--- config.mk ---
export PLATFORM = sky130hd
export DESIGN_NAME = complex_nr_mult_core_flat
export DESIGN_NICKNAME = d
export VERILOG_FILES = /design/src/rtl/complex_nr_mult_core_if.sv /design/src/rtl/complex_nr_mult_core.sv /design/src/flat_wrapper.sv
export SDC_FILE = /design/constraint.sdc
export NUM_CORES = 1
export LEC_CHECK = 0
export BUFFER_PORTS_ARGS = -buffer_cell sky130_fd_sc_hd__buf_2
export CORE_MARGIN = 2
export CORE_UTILIZATION = 62
export DETAILED_ROUTE_END_ITERATION = 8
export GPL_TIMING_DRIVEN = 0
export PLACE_DENSITY = 0.78
export SYNTH_ARGS = -nofsm -noshare
export SYNTH_HDL_FRONTEND = slang
export SYNTH_SLANG_ARGS = --single-unit
export TNS_END_PERCENT = 50
--- constraint.sdc ---
create_clock -name i_clk -period 6.15 [get_ports i_clk]
set_clock_uncertainty 0.15 [all_clocks]
set_input_delay 0.615 -clock i_clk [delete_from_list [all_inputs] [get_ports i_clk]]
set_output_delay 0.615 -clock i_clk [all_outputs]
set_load 0.01 [all_outputs]
--- src/rtl/complex_nr_mult_core_if.sv ---
// ----------------------------------------------------------------------------
// complex_nr_mult_core_if
// Operand/result handshake bundle for the complex multiplier core.
//
// Parameter:
//   DATA_WIDTH : width of each signed operand component
//
// Signals:
//   op_val    producer -> core   operand valid
//   op_ready  core -> producer   core can accept operands
//   op_data   producer -> core   {op1_re, op1_im, op2_re, op2_im}, MSB first
//   op_conj   producer -> core   multiply by conj(op2) (COMPLEX_MULT_CONJ_EN only)
//   res_val   core -> consumer   result valid
//   res_ready consumer -> core   consumer takes the result
//   res_data  core -> consumer   {res_re, res_im}, each 2*DATA_WIDTH+1 bits
//
// Modports: master = producer/consumer side, slave = multiplier core.
// ----------------------------------------------------------------------------
interface complex_nr_mult_core_if #(
  parameter int DATA_WIDTH = 8
);
  logic                      op_val;
  logic                      op_ready;
  logic [4*DATA_WIDTH-1:0]   op_data;
  logic                      res_val;
  logic                      res_ready;
  logic [4*DATA_WIDTH+1:0]   res_data;
`ifdef COMPLEX_MULT_CONJ_EN
  logic                      op_conj;
`endif

  modport master (
    output op_val,
    output op_data,
`ifdef COMPLEX_MULT_CONJ_EN
    output op_conj,
`endif
    input  op_ready,
    input  res_val,
    input  res_data,
    output res_ready
  );

  modport slave (
    input  op_val,
    input  op_data,
`ifdef COMPLEX_MULT_CONJ_EN
    input  op_conj,
`endif
    output op_ready,
    output res_val,
    output res_data,
    input  res_ready
  );
endinterface

--- src/rtl/complex_nr_mult_core.sv ---
// ----------------------------------------------------------------------------
// complex_nr_mult_core
// Responder side of the complex multiplier handshake. Captures two signed
// complex operands, forms the four partial products in one registered stage,
// combines them in a registered add/subtract stage and holds the result until
// the consumer takes it. One transaction every 4 cycles with res_ready high.
//
// Optional feature macro: COMPLEX_MULT_CONJ_EN
//   When defined, bus.op_conj is captured with the operands and selects
//   op1 * conj(op2) instead of op1 * op2.
//
// Ports:
//   i_clk     clock, rising edge
//   i_rst     asynchronous reset, active high
//   i_sw_rst  synchronous software reset, active high (wins over any handshake)
//   bus       complex_nr_mult_core_if.slave handshake bundle
//
// State table:
//   S_IDLE | op_ready=1, waiting for op_val; operands captured on accept
//   S_MULT | partial products ac, bd, ad, bc registered
//   S_ADD  | real/imag sums registered, res_val raised
//   S_DONE | res_val=1, result held until res_ready
// ----------------------------------------------------------------------------
module complex_nr_mult_core #(
  parameter int DATA_WIDTH = 8
) (
  input  logic                 i_clk,
  input  logic                 i_rst,
  input  logic                 i_sw_rst,
  complex_nr_mult_core_if.slave bus
);
  localparam int W  = DATA_WIDTH;
  localparam int PW = 2 * DATA_WIDTH;
  localparam int RW = 2 * DATA_WIDTH + 1;

  typedef enum logic [1:0] {
    S_IDLE = 2'd0,
    S_MULT = 2'd1,
    S_ADD  = 2'd2,
    S_DONE = 2'd3
  } state_t;

  state_t r_state;
  state_t w_state_nxt;
  logic   w_capture;
  logic   w_mult_en;
  logic   w_add_en;

  logic signed [W-1:0]  r_a, r_b, r_c, r_d;
  logic signed [PW-1:0] r_ac, r_bd, r_ad, r_bc;
  logic signed [RW-1:0] r_res_re, r_res_im;
  logic                 r_op_ready;
  logic                 r_res_val;
`ifdef COMPLEX_MULT_CONJ_EN
  logic                 r_conj;
`endif

  // Operands sign-extended to product width so each multiply is a plain
  // PW x PW signed product whose low PW bits are the exact result.
  logic signed [PW-1:0] w_a_x, w_b_x, w_c_x, w_d_x;
  logic signed [PW-1:0] w_ac, w_bd, w_ad, w_bc;
  logic signed [RW-1:0] w_ac_x, w_bd_x, w_ad_x, w_bc_x;
  logic signed [RW-1:0] w_res_re, w_res_im;

  always_ff @(posedge i_clk or posedge i_rst) begin
    if (i_rst) begin
      r_state <= S_IDLE;
    end else if (i_sw_rst) begin
      r_state <= S_IDLE;
    end else begin
      r_state <= w_state_nxt;
    end
  end

  // op_ready is 1 exactly in S_IDLE, so op_val alone qualifies the accept.
  always_comb begin
    w_state_nxt = r_state;
    w_capture   = 1'b0;
    w_mult_en   = 1'b0;
    w_add_en    = 1'b0;
    case (r_state)
      S_IDLE: begin
        if (bus.op_val) begin
          w_capture   = 1'b1;
          w_state_nxt = S_MULT;
        end
      end
      S_MULT: begin
        w_mult_en   = 1'b1;
        w_state_nxt = S_ADD;
      end
      S_ADD: begin
        w_add_en    = 1'b1;
        w_state_nxt = S_DONE;
      end
      S_DONE: begin
        if (bus.res_ready) begin
          w_state_nxt = S_IDLE;
        end
      end
      default: w_state_nxt = S_IDLE;
    endcase
  end

  assign w_a_x = {{W{r_a[W-1]}}, r_a};
  assign w_b_x = {{W{r_b[W-1]}}, r_b};
  assign w_c_x = {{W{r_c[W-1]}}, r_c};
  assign w_d_x = {{W{r_d[W-1]}}, r_d};

  assign w_ac = w_a_x * w_c_x;
  assign w_bd = w_b_x * w_d_x;
  assign w_ad = w_a_x * w_d_x;
  assign w_bc = w_b_x * w_c_x;

  assign w_ac_x = {r_ac[PW-1], r_ac};
  assign w_bd_x = {r_bd[PW-1], r_bd};
  assign w_ad_x = {r_ad[PW-1], r_ad};
  assign w_bc_x = {r_bc[PW-1], r_bc};

`ifdef COMPLEX_MULT_CONJ_EN
  assign w_res_re = r_conj ? (w_ac_x + w_bd_x) : (w_ac_x - w_bd_x);
  assign w_res_im = r_conj ? (w_bc_x - w_ad_x) : (w_ad_x + w_bc_x);
`else
  assign w_res_re = w_ac_x - w_bd_x;
  assign w_res_im = w_ad_x + w_bc_x;
`endif

  // Handshake flags are registered from the next state so they line up
  // with r_state without any decode on the output path.
  always_ff @(posedge i_clk or posedge i_rst) begin
    if (i_rst) begin
      r_a        <= '0;
      r_b        <= '0;
      r_c        <= '0;
      r_d        <= '0;
      r_ac       <= '0;
      r_bd       <= '0;
      r_ad       <= '0;
      r_bc       <= '0;
      r_res_re   <= '0;
      r_res_im   <= '0;
      r_op_ready <= 1'b1;
      r_res_val  <= 1'b0;
`ifdef COMPLEX_MULT_CONJ_EN
      r_conj     <= 1'b0;
`endif
    end else if (i_sw_rst) begin
      r_a        <= '0;
      r_b        <= '0;
      r_c        <= '0;
      r_d        <= '0;
      r_ac       <= '0;
      r_bd       <= '0;
      r_ad       <= '0;
      r_bc       <= '0;
      r_res_re   <= '0;
      r_res_im   <= '0;
      r_op_ready <= 1'b1;
      r_res_val  <= 1'b0;
`ifdef COMPLEX_MULT_CONJ_EN
      r_conj     <= 1'b0;
`endif
    end else begin
      r_op_ready <= (w_state_nxt == S_IDLE);
      r_res_val  <= (w_state_nxt == S_DONE);
      if (w_capture) begin
        {r_a, r_b, r_c, r_d} <= bus.op_data;
`ifdef COMPLEX_MULT_CONJ_EN
        r_conj <= bus.op_conj;
`endif
      end
      if (w_mult_en) begin
        r_ac <= w_ac;
        r_bd <= w_bd;
        r_ad <= w_ad;
        r_bc <= w_bc;
      end
      if (w_add_en) begin
        r_res_re <= w_res_re;
        r_res_im <= w_res_im;
      end
    end
  end

  assign bus.op_ready = r_op_ready;
  assign bus.res_val  = r_res_val;
  assign bus.res_data = {r_res_re, r_res_im};

endmodule

--- src/flat_wrapper.sv ---
// flat-port wrapper written by rule: the top's interface ports become plain ports
module complex_nr_mult_core_flat 
#(
  parameter int DATA_WIDTH = 8
)
  (i_clk, i_rst, i_sw_rst, bus_op_val, bus_op_data, bus_op_ready, bus_res_val, bus_res_data, bus_res_ready);
  complex_nr_mult_core_if #(.DATA_WIDTH(DATA_WIDTH)) bus_i ();
  input  logic i_clk;
  input  logic i_rst;
  input  logic i_sw_rst;
  input wire logic [$bits(bus_i.op_val)-1:0] bus_op_val;
  input wire logic [$bits(bus_i.op_data)-1:0] bus_op_data;
  output wire logic [$bits(bus_i.op_ready)-1:0] bus_op_ready;
  output wire logic [$bits(bus_i.res_val)-1:0] bus_res_val;
  output wire logic [$bits(bus_i.res_data)-1:0] bus_res_data;
  input wire logic [$bits(bus_i.res_ready)-1:0] bus_res_ready;
  assign bus_i.op_val = bus_op_val;
  assign bus_i.op_data = bus_op_data;
  assign bus_op_ready = bus_i.op_ready;
  assign bus_res_val = bus_i.res_val;
  assign bus_res_data = bus_i.res_data;
  assign bus_i.res_ready = bus_res_ready;
  complex_nr_mult_core #(.DATA_WIDTH(DATA_WIDTH)) u_core (.i_clk(i_clk), .i_rst(i_rst), .i_sw_rst(i_sw_rst), .bus(bus_i));
endmodule
==> results of run 1 <==
per-stage QoR:
step / setup WS, ns / power, mW
after floorplan: 1.49 / 1.58
after global placement: 0.409 / 1.81
after detailed placement: 0.546 / 1.85
after CTS: 0.503 / 2.90
after global routing: 0.207 / 3.07
final: 0.432 / 2.91
area by class of cell:
cell class / count / area (um^2)
clock buffer: 17 / 425
inverter: 348 / 1310
fill: 2068 / 8270
multi-input combinational: 1177 / 11400
timing repair buffer: 72 / 383
buffer: 58 / 228
antenna: 1 / 2.50
clock inverter: 15 / 159
tap: 335 / 419
sequential: 134 / 3350
worst reg2reg max path, delay by kind of cell, from the launching register on:
family,cells,cell delay [ns]
buffers and inverters,4,0.79
AO/OA/AOI/OAI,5,0.88
adder cells (fa/ha/maj),5,2.39
AND/OR/NAND/NOR,2,0.23
flip-flops,1,0.59
XOR/XNOR,1,0.51
cell usage after synthesis, drive strengths merged, types with 4 or more instances:
cell / instances / share of area, %
a31oi: 7 / 0.27
xor2: 31 / 1.7
a211o: 7 / 0.38
ha: 148 / 11
and3: 5 / 0.19
a22o: 60 / 3.2
clkbuf: 55 / 1.3
nor2b: 27 / 1.0
nand2b: 14 / 0.63
nand2: 123 / 2.8
and2: 172 / 6.6
a32o: 10 / 0.62
a21oi: 43 / 1.5
mux2: 4 / 0.28
a21o: 20 / 0.92
a211oi: 14 / 0.83
nand3: 7 / 0.22
inv: 348 / 8.0
or3: 5 / 0.19
nor3: 17 / 0.55
xnor2: 48 / 2.6
o21a: 14 / 0.65
o21ai: 87 / 2.7
dfrtp: 133 / 20
nor2: 52 / 1.2
o21bai: 6 / 0.28
o31ai: 4 / 0.22
fa: 222 / 27
power breakdown:
group | total (mW) | switching (mW) | leakage (nW) | internal (mW)
sequential | 0.999 | 0.0731 | 1.85 | 0.926
combinational | 0.849 | 0.527 | 6.96 | 0.322
clock | 1.06 | 0.488 | 0.279 | 0.575
total | 2.91 | 1.09 | 9.09 | 1.82
cell families after synthesis:
family,share of synthesized area [%]
AND/OR/NAND/NOR,14.2
AO/OA/AOI/OAI,12.4
adder cells (fa/ha/maj),38.7
buffers and inverters,9.44
flip-flops,20.6
XOR/XNOR,4.26
multiplexers,0.277
final timing paths:
path / start / to / cells after the start
max in group asynchronous: i_rst / u_core.r_bd[11] / 3
min reg2reg: u_core.r_res_im[11] / u_core.r_res_im[11] / 2
min in group i_clk: i_sw_rst / u_core.r_state[0] / 2
max reg2reg: u_core.r_c[3] / u_core.r_bc[15] / 17
min: i_rst / u_core.bus.res_val / 2
max: u_core.r_c[3] / u_core.r_bc[15] / 17
flip-flops by register name (all words and copies together) (netlist names):
name / cells
u_core.bus.op_ready: 1
u_core.r_ac: 16
u_core.r_res_re: 17
u_core.r_d: 8
u_core.bus.res_val: 1
u_core.r_bd: 16
u_core.r_a: 8
u_core.r_c: 8
u_core.r_state: 2
u_core.r_b: 8
u_core.r_res_im: 17
u_core.r_bc: 16
u_core.r_ad: 16
layer usage:
metal | up-vias | share of wire, % | routed length (um)
li1 | 5648 | - | -
met1 | 6005 | 42 | 16700
met2 | 450 | 47 | 18600
met3 | 90 | 7.1 | 2850
met4 | 0 | 4.3 | 1700
met5 | - | 0 | 0
==> impl_results.md, run 1 <==
* Status: finished, violations left
* Violated checks: hold timing
* Clk buf depth at 2
* Slowest stage delay, CP at 0.64 ns
* DRC Markers at 0
* CP Launch Type: flop
* Largest net degree at the start of global routing at 100
* WP buf/inv at 4
* Crit-path leading delay family: adder cells
* Commonest non-fill, non-tap cell in the layout: inv_1
* Critical path class: reg2reg
* Leakage power at 9.09 nW
* Minimum clock period at between 5 and 6 ns
* GR peak layer: met2
* Worst hold path type: in2async
* CTS sink cnt at roughly 130
* Global Route met2 Usage at 49.8%
* Unique masters post-synth at 57
* Cts bufs inserted at 17
* Met1 Usage GRT at approximately two fifths
* Worst-path clk slew at approximately 0.07 ns
* H-tree lvl count at 4
* Root Driver: clkbuf_16
* Synthesized area per cell at between 9 and 10 um^2
* Cell total after placement at between 2000 and 2500
* Synthesized net count at between 2000 and 2500
* Setup TNS at 0 ns
* Post-Syn Area at 0.0163 mm^2
* Most used cell, CP: fa_1
* Placed instance area at 0.0171 mm^2
* Per-cell routed wire length at 18.5 um
* Final net count at 2215
* Row cnt at 59
* Hold buffers post-CTS at 0
* Fmax at between 150 and 200 MHz
* Final wirelength at approximately 40000 um
* Main flop type after synthesis: dfrtp_1
* Ports at 73
* Initial Util at 62.7%
* CP max-delay cell: clkbuf_1
* Total grt overflow at 0
* Final Cell Area at ~0.018 mm^2
* DRT antenna net count at 0
* Crit path arrival time at ~5.8 ns
* PostCTS Resize Cnt at 0
* Register bit total from synthesis at roughly 130
* CTS tree: done
* Hold WS at -0.00115 ns
* Die Y at around 170 um
* Area grow syn2layout at 8.58%
* CP Capture Type: flop
* Placer congestion estimate at about 0.92
* Ratio of cells with drive above 1 in the final layout at 7.30%
* Peak VDD IR at around 0.00017 V
* Post-Route Utilization at 68.1%
* R2R Setup Slk at 0.43 ns
* PD cells at ~160 mW/mm^2
* Max-cap violation count at 0
* Count of final hold-check violations at 1
* PortBufs at between 70 and 80
* Total number of vias at between 10000 and 15000
* Post-DP HPWL at 31700 um
* Via-to-Cell Ratio at around 5.7
* Core Area at around 0.026 mm^2
* Final Non-Filler Cells at around 2200
* Fin crit share at 93.0%
* Finish-stage setup viols at 0
* Die area at 0.0275 mm^2
* Fraction of registers with async set or reset after synthesis at 100%
* Critical-path cell list: clkbuf_1 -> nand2_1 -> fa_1 -> inv_1 -> fa_1 -> fa_1 -> inv_1 -> fa_1 -> inv_1 -> ha_1 -> o21a_1 -> nor2_1 -> a21oi_1 -> a211oi_2 -> o2bb2ai_1 -> xnor2_1 -> o21ai_0
* Met3 Usage GRT at 5.51%
* RSZ-0062 raised after global routing: false
* Clk_lat worst skew at around 0.44 ns
* Number of flops mapped to enable cells by yosys at 0
* Sequential fraction of the synthesis area at 20.6%
* Commonest cells after routing, fill and taps aside: 347 x inv_1, 222 x fa_1, 172 x and2_1, 148 x ha_1, 133 x dfrtp_1
* Pre-antenna DRT Iters at 5
* Global-route wire length before repair at roughly 66000 um
* Synth warn at 0
* Total GRT Usage at between 30% and 40%
* Number of global-route vias before repair at approximately 13000
* Max_slew headroom at between 30% and 40%
* CP Data Required Time at 6.28 ns
* Max-slew violations at 0
* Die width at ~170 um
* DR iter-0 viols at 829
* Synth Instances at approximately 1700
* Initial antenna violation count at 1
* Total setup buffers inserted after CTS at 0
* Tightest Pin Transition at ~1 ns
* Critical path peak fanout at 10
Power figures use the tool's default switching activity.
==> run 2: changes to the inputs <==
--- a/config.mk
+++ b/config.mk
@@ -10,7 +10,7 @@
 export CORE_UTILIZATION = 62
 export DETAILED_ROUTE_END_ITERATION = 8
 export GPL_TIMING_DRIVEN = 0
-export PLACE_DENSITY = 0.78
+export PLACE_DENSITY = 0.83
 export SYNTH_ARGS = -nofsm -noshare
 export SYNTH_HDL_FRONTEND = slang
 export SYNTH_SLANG_ARGS = --single-unit
==> run 2 against run 1 <==
  * The flow still finishes with violations (hold timing)
  * Sequential power about the same
  * Design area barely moved
  * First-iteration DRC count increased by 2.4%
  * Global-route usage rose by 0.79 points
  * Wire length up 2.3%
  * Worst setup slack gained 0.011 ns
  * Critical endpoint is now u_core.r_bd[15]
==> impl_results.md, run 2 (synthesis gave the netlist of run 1 again) <==
* Met3 wire length at 3430 um
* Fmax at roughly 180 MHz
* Total grt overflow at 0
* Ratio of cells with drive above 1 in the final layout at between 7 and 8%
* Total setup buffers inserted after CTS at 0
* Largest net degree at the start of global routing at about 100
* Status: finished, violations left
* CP Capture Type: flop
* Area grow syn2layout at 8.63%
* Biggest regs: u_core.r_res_im x17, u_core.r_res_re x17
* Placer congestion estimate at between 0.8 and 0.9
* PD cells at between 150 and 200 mW/mm^2
* Post-DP HPWL at 32300 um
* Place WS at just over 0.6 ns
* Final wirelength at a little over 40000 um
* Finish-stage setup viols at 0
* Reg2reg end: u_core.r_bd[15]
* Setup TNS at 0 ns
* PortBufs at just over 70
* Clk_lat worst skew at ~0.44 ns
* H-tree lvl count at 4
* Reg2Reg Depth at 16
* Critical path class: reg2reg
* Fill cell count at 2006
* Final net count at 2215
* Via-to-Cell Ratio at between 5 and 6
* Max-slew violations at 0
* Met2 WL at 18900 um
* Worst hold path type: in2async
* Reg2reg start: u_core.r_d[7]
* Cell total after placement at roughly 2100
* Final WS setup at about 0.44 ns
* Initial Util at 62.7%
* Per-cell routed wire length at 18.9 um
* Tightest Pin Transition at 0.973 ns
* Clk buf depth at 2
* Cts bufs inserted at 17
* DRC Markers at 0
* DR iter-0 viols at about 850
* R2R Setup Slk at ~0.44 ns
* Global-route wire length before repair at between 60000 and 70000 um
* CP Launch Type: flop
* Commonest cells after routing, fill and taps aside: 347 x inv_1, 222 x fa_1, 172 x and2_1, 148 x ha_1, 133 x dfrtp_1
* Critical path peak fanout at 10
* PostCTS Resize Cnt at 0
* Row cnt at 59
* Peak VDD IR at around 0.00015 V
* Count of final hold-check violations at 3
* Total GRT Usage at about a third
* Crit path to: u_core.r_bd[15]
* Core Area at about 0.026 mm^2
* Crit path arrival time at a little under 6 ns
* Hold WS at -0.000262 ns
* Fin crit share at between 90% and 100%
* Total power draw at 2.93 mW
* CTS tree: done
* Number of global-route vias before repair at ~13000
* Max_slew headroom at between 30% and 40%
* Leakage power at 9.10 nW
* Metal1 wirelength at between 15000 and 20000 um
* CP startpoint: u_core.r_d[7]
* Hold buffers post-CTS at 0
* Die area at roughly 0.028 mm^2
* Root Driver: clkbuf_16
* Worst-path clk slew at ~0.07 ns
* Commonest non-fill, non-tap cell in the layout: inv_1
* CTS sink cnt at 134
* RSZ-0062 raised after global routing: false
* Max-cap violation count at 0
* Die width at between 150 and 200 um
* Top Layer Used: met5
* Pre-antenna DRT Iters at 5
* CP Data Required Time at about 6.3 ns
* Die Y at around 170 um
* DRT antenna net count at 0
* Ports at 73
* Antenna Cells at 0
* Total number of vias at between 10000 and 15000
* Minimum clock period at ~5.7 ns
* Violated checks: hold timing
* Final Non-Filler Cells at ~2200
* Initial antenna violation count at 1
==> run 2: cell count changes in the layout (fill, tap and decap cells not counted), sizes merged <==
cell / before / now
clkinv: 3 / 6
clkinvlp: 3 / 1
inv: 356 / 354
bufinv: 1 / 2
diode: 1 / 0
==> run 2: report_power, final <==
part           leakage [nW]  internal, mW  switching (mW)  total [mW]
logic                  6.96         0.324           0.537       0.861
registers              1.85         0.926          0.0703       0.996
clock network         0.292         0.609           0.464        1.07
==> run 2: layer usage <==
layer | track usage (%) | up-vias
met1 | 39.9 | 6114
li1 | - | 5619
met3 | 7.05 | 139
met5 | 0 | -
met2 | 50.7 | 526
met4 | 16.1 | 2
==> run 2: layout make-up <==
class                      count  area [um^2]  area share [%]
tap                          335          419            2.37
inverter                     348         1310            7.43
multi-input combinational   1177        11400            64.4
clock inverter                15          170           0.964
clock buffer                  17          425            2.41
buffer                        58          228            1.29
timing repair buffer          72          383            2.17
sequential                   134         3350            19.0
==> run 2: through the flow <==
step           utilization [%]  hold slack [ns]  cell area (um^2)
3_5_place_dp              65.8            0.315             17100
4_1_cts                   68.1          0.00128             17700
6_report                  68.1        -0.000262             17700
5_1_grt                   68.1           0.0257             17700
3_3_place_gp              65.7            0.308             17000
2_1_floorplan                -            0.300             16300
==> run 2: critical path, stage by stage (launching register included) <==
cell      delay (ns)
dfrtp_1         0.78
clkbuf_1        0.53
nor2b_1         0.25
fa_1            0.45
fa_1            0.46
fa_1            0.50
inv_1           0.05
fa_1            0.49
inv_1           0.05
ha_1            0.21
or2_2           0.33
o22ai_1         0.11
a21oi_1         0.08
a211oi_1        0.39
a21oi_1         0.14
xnor2_1         0.45
o21ai_0         0.13
==> run 2: worst min-delay path by stage <==
| stage | slack [ns] | from | endpoint | depth (start not counted) |
|---|---|---|---|---|
| 2_1_floorplan | 0.30 | u_core.r_bd[11] | u_core.r_bd[11] | 2 |
| 3_3_place_gp | 0.31 | u_core.r_res_im[10] | u_core.r_res_im[10] | 2 |
| 3_5_place_dp | 0.32 | u_core.r_res_re[6] | u_core.r_res_re[6] | 2 |
| 4_1_cts | 0.001 | i_rst | u_core.r_res_re[2] | 2 |
| 5_1_grt | 0.03 | i_rst | u_core.r_res_re[2] | 2 |
| 6_report | -0.0003 | i_rst | u_core.r_res_im[3] | 2 |
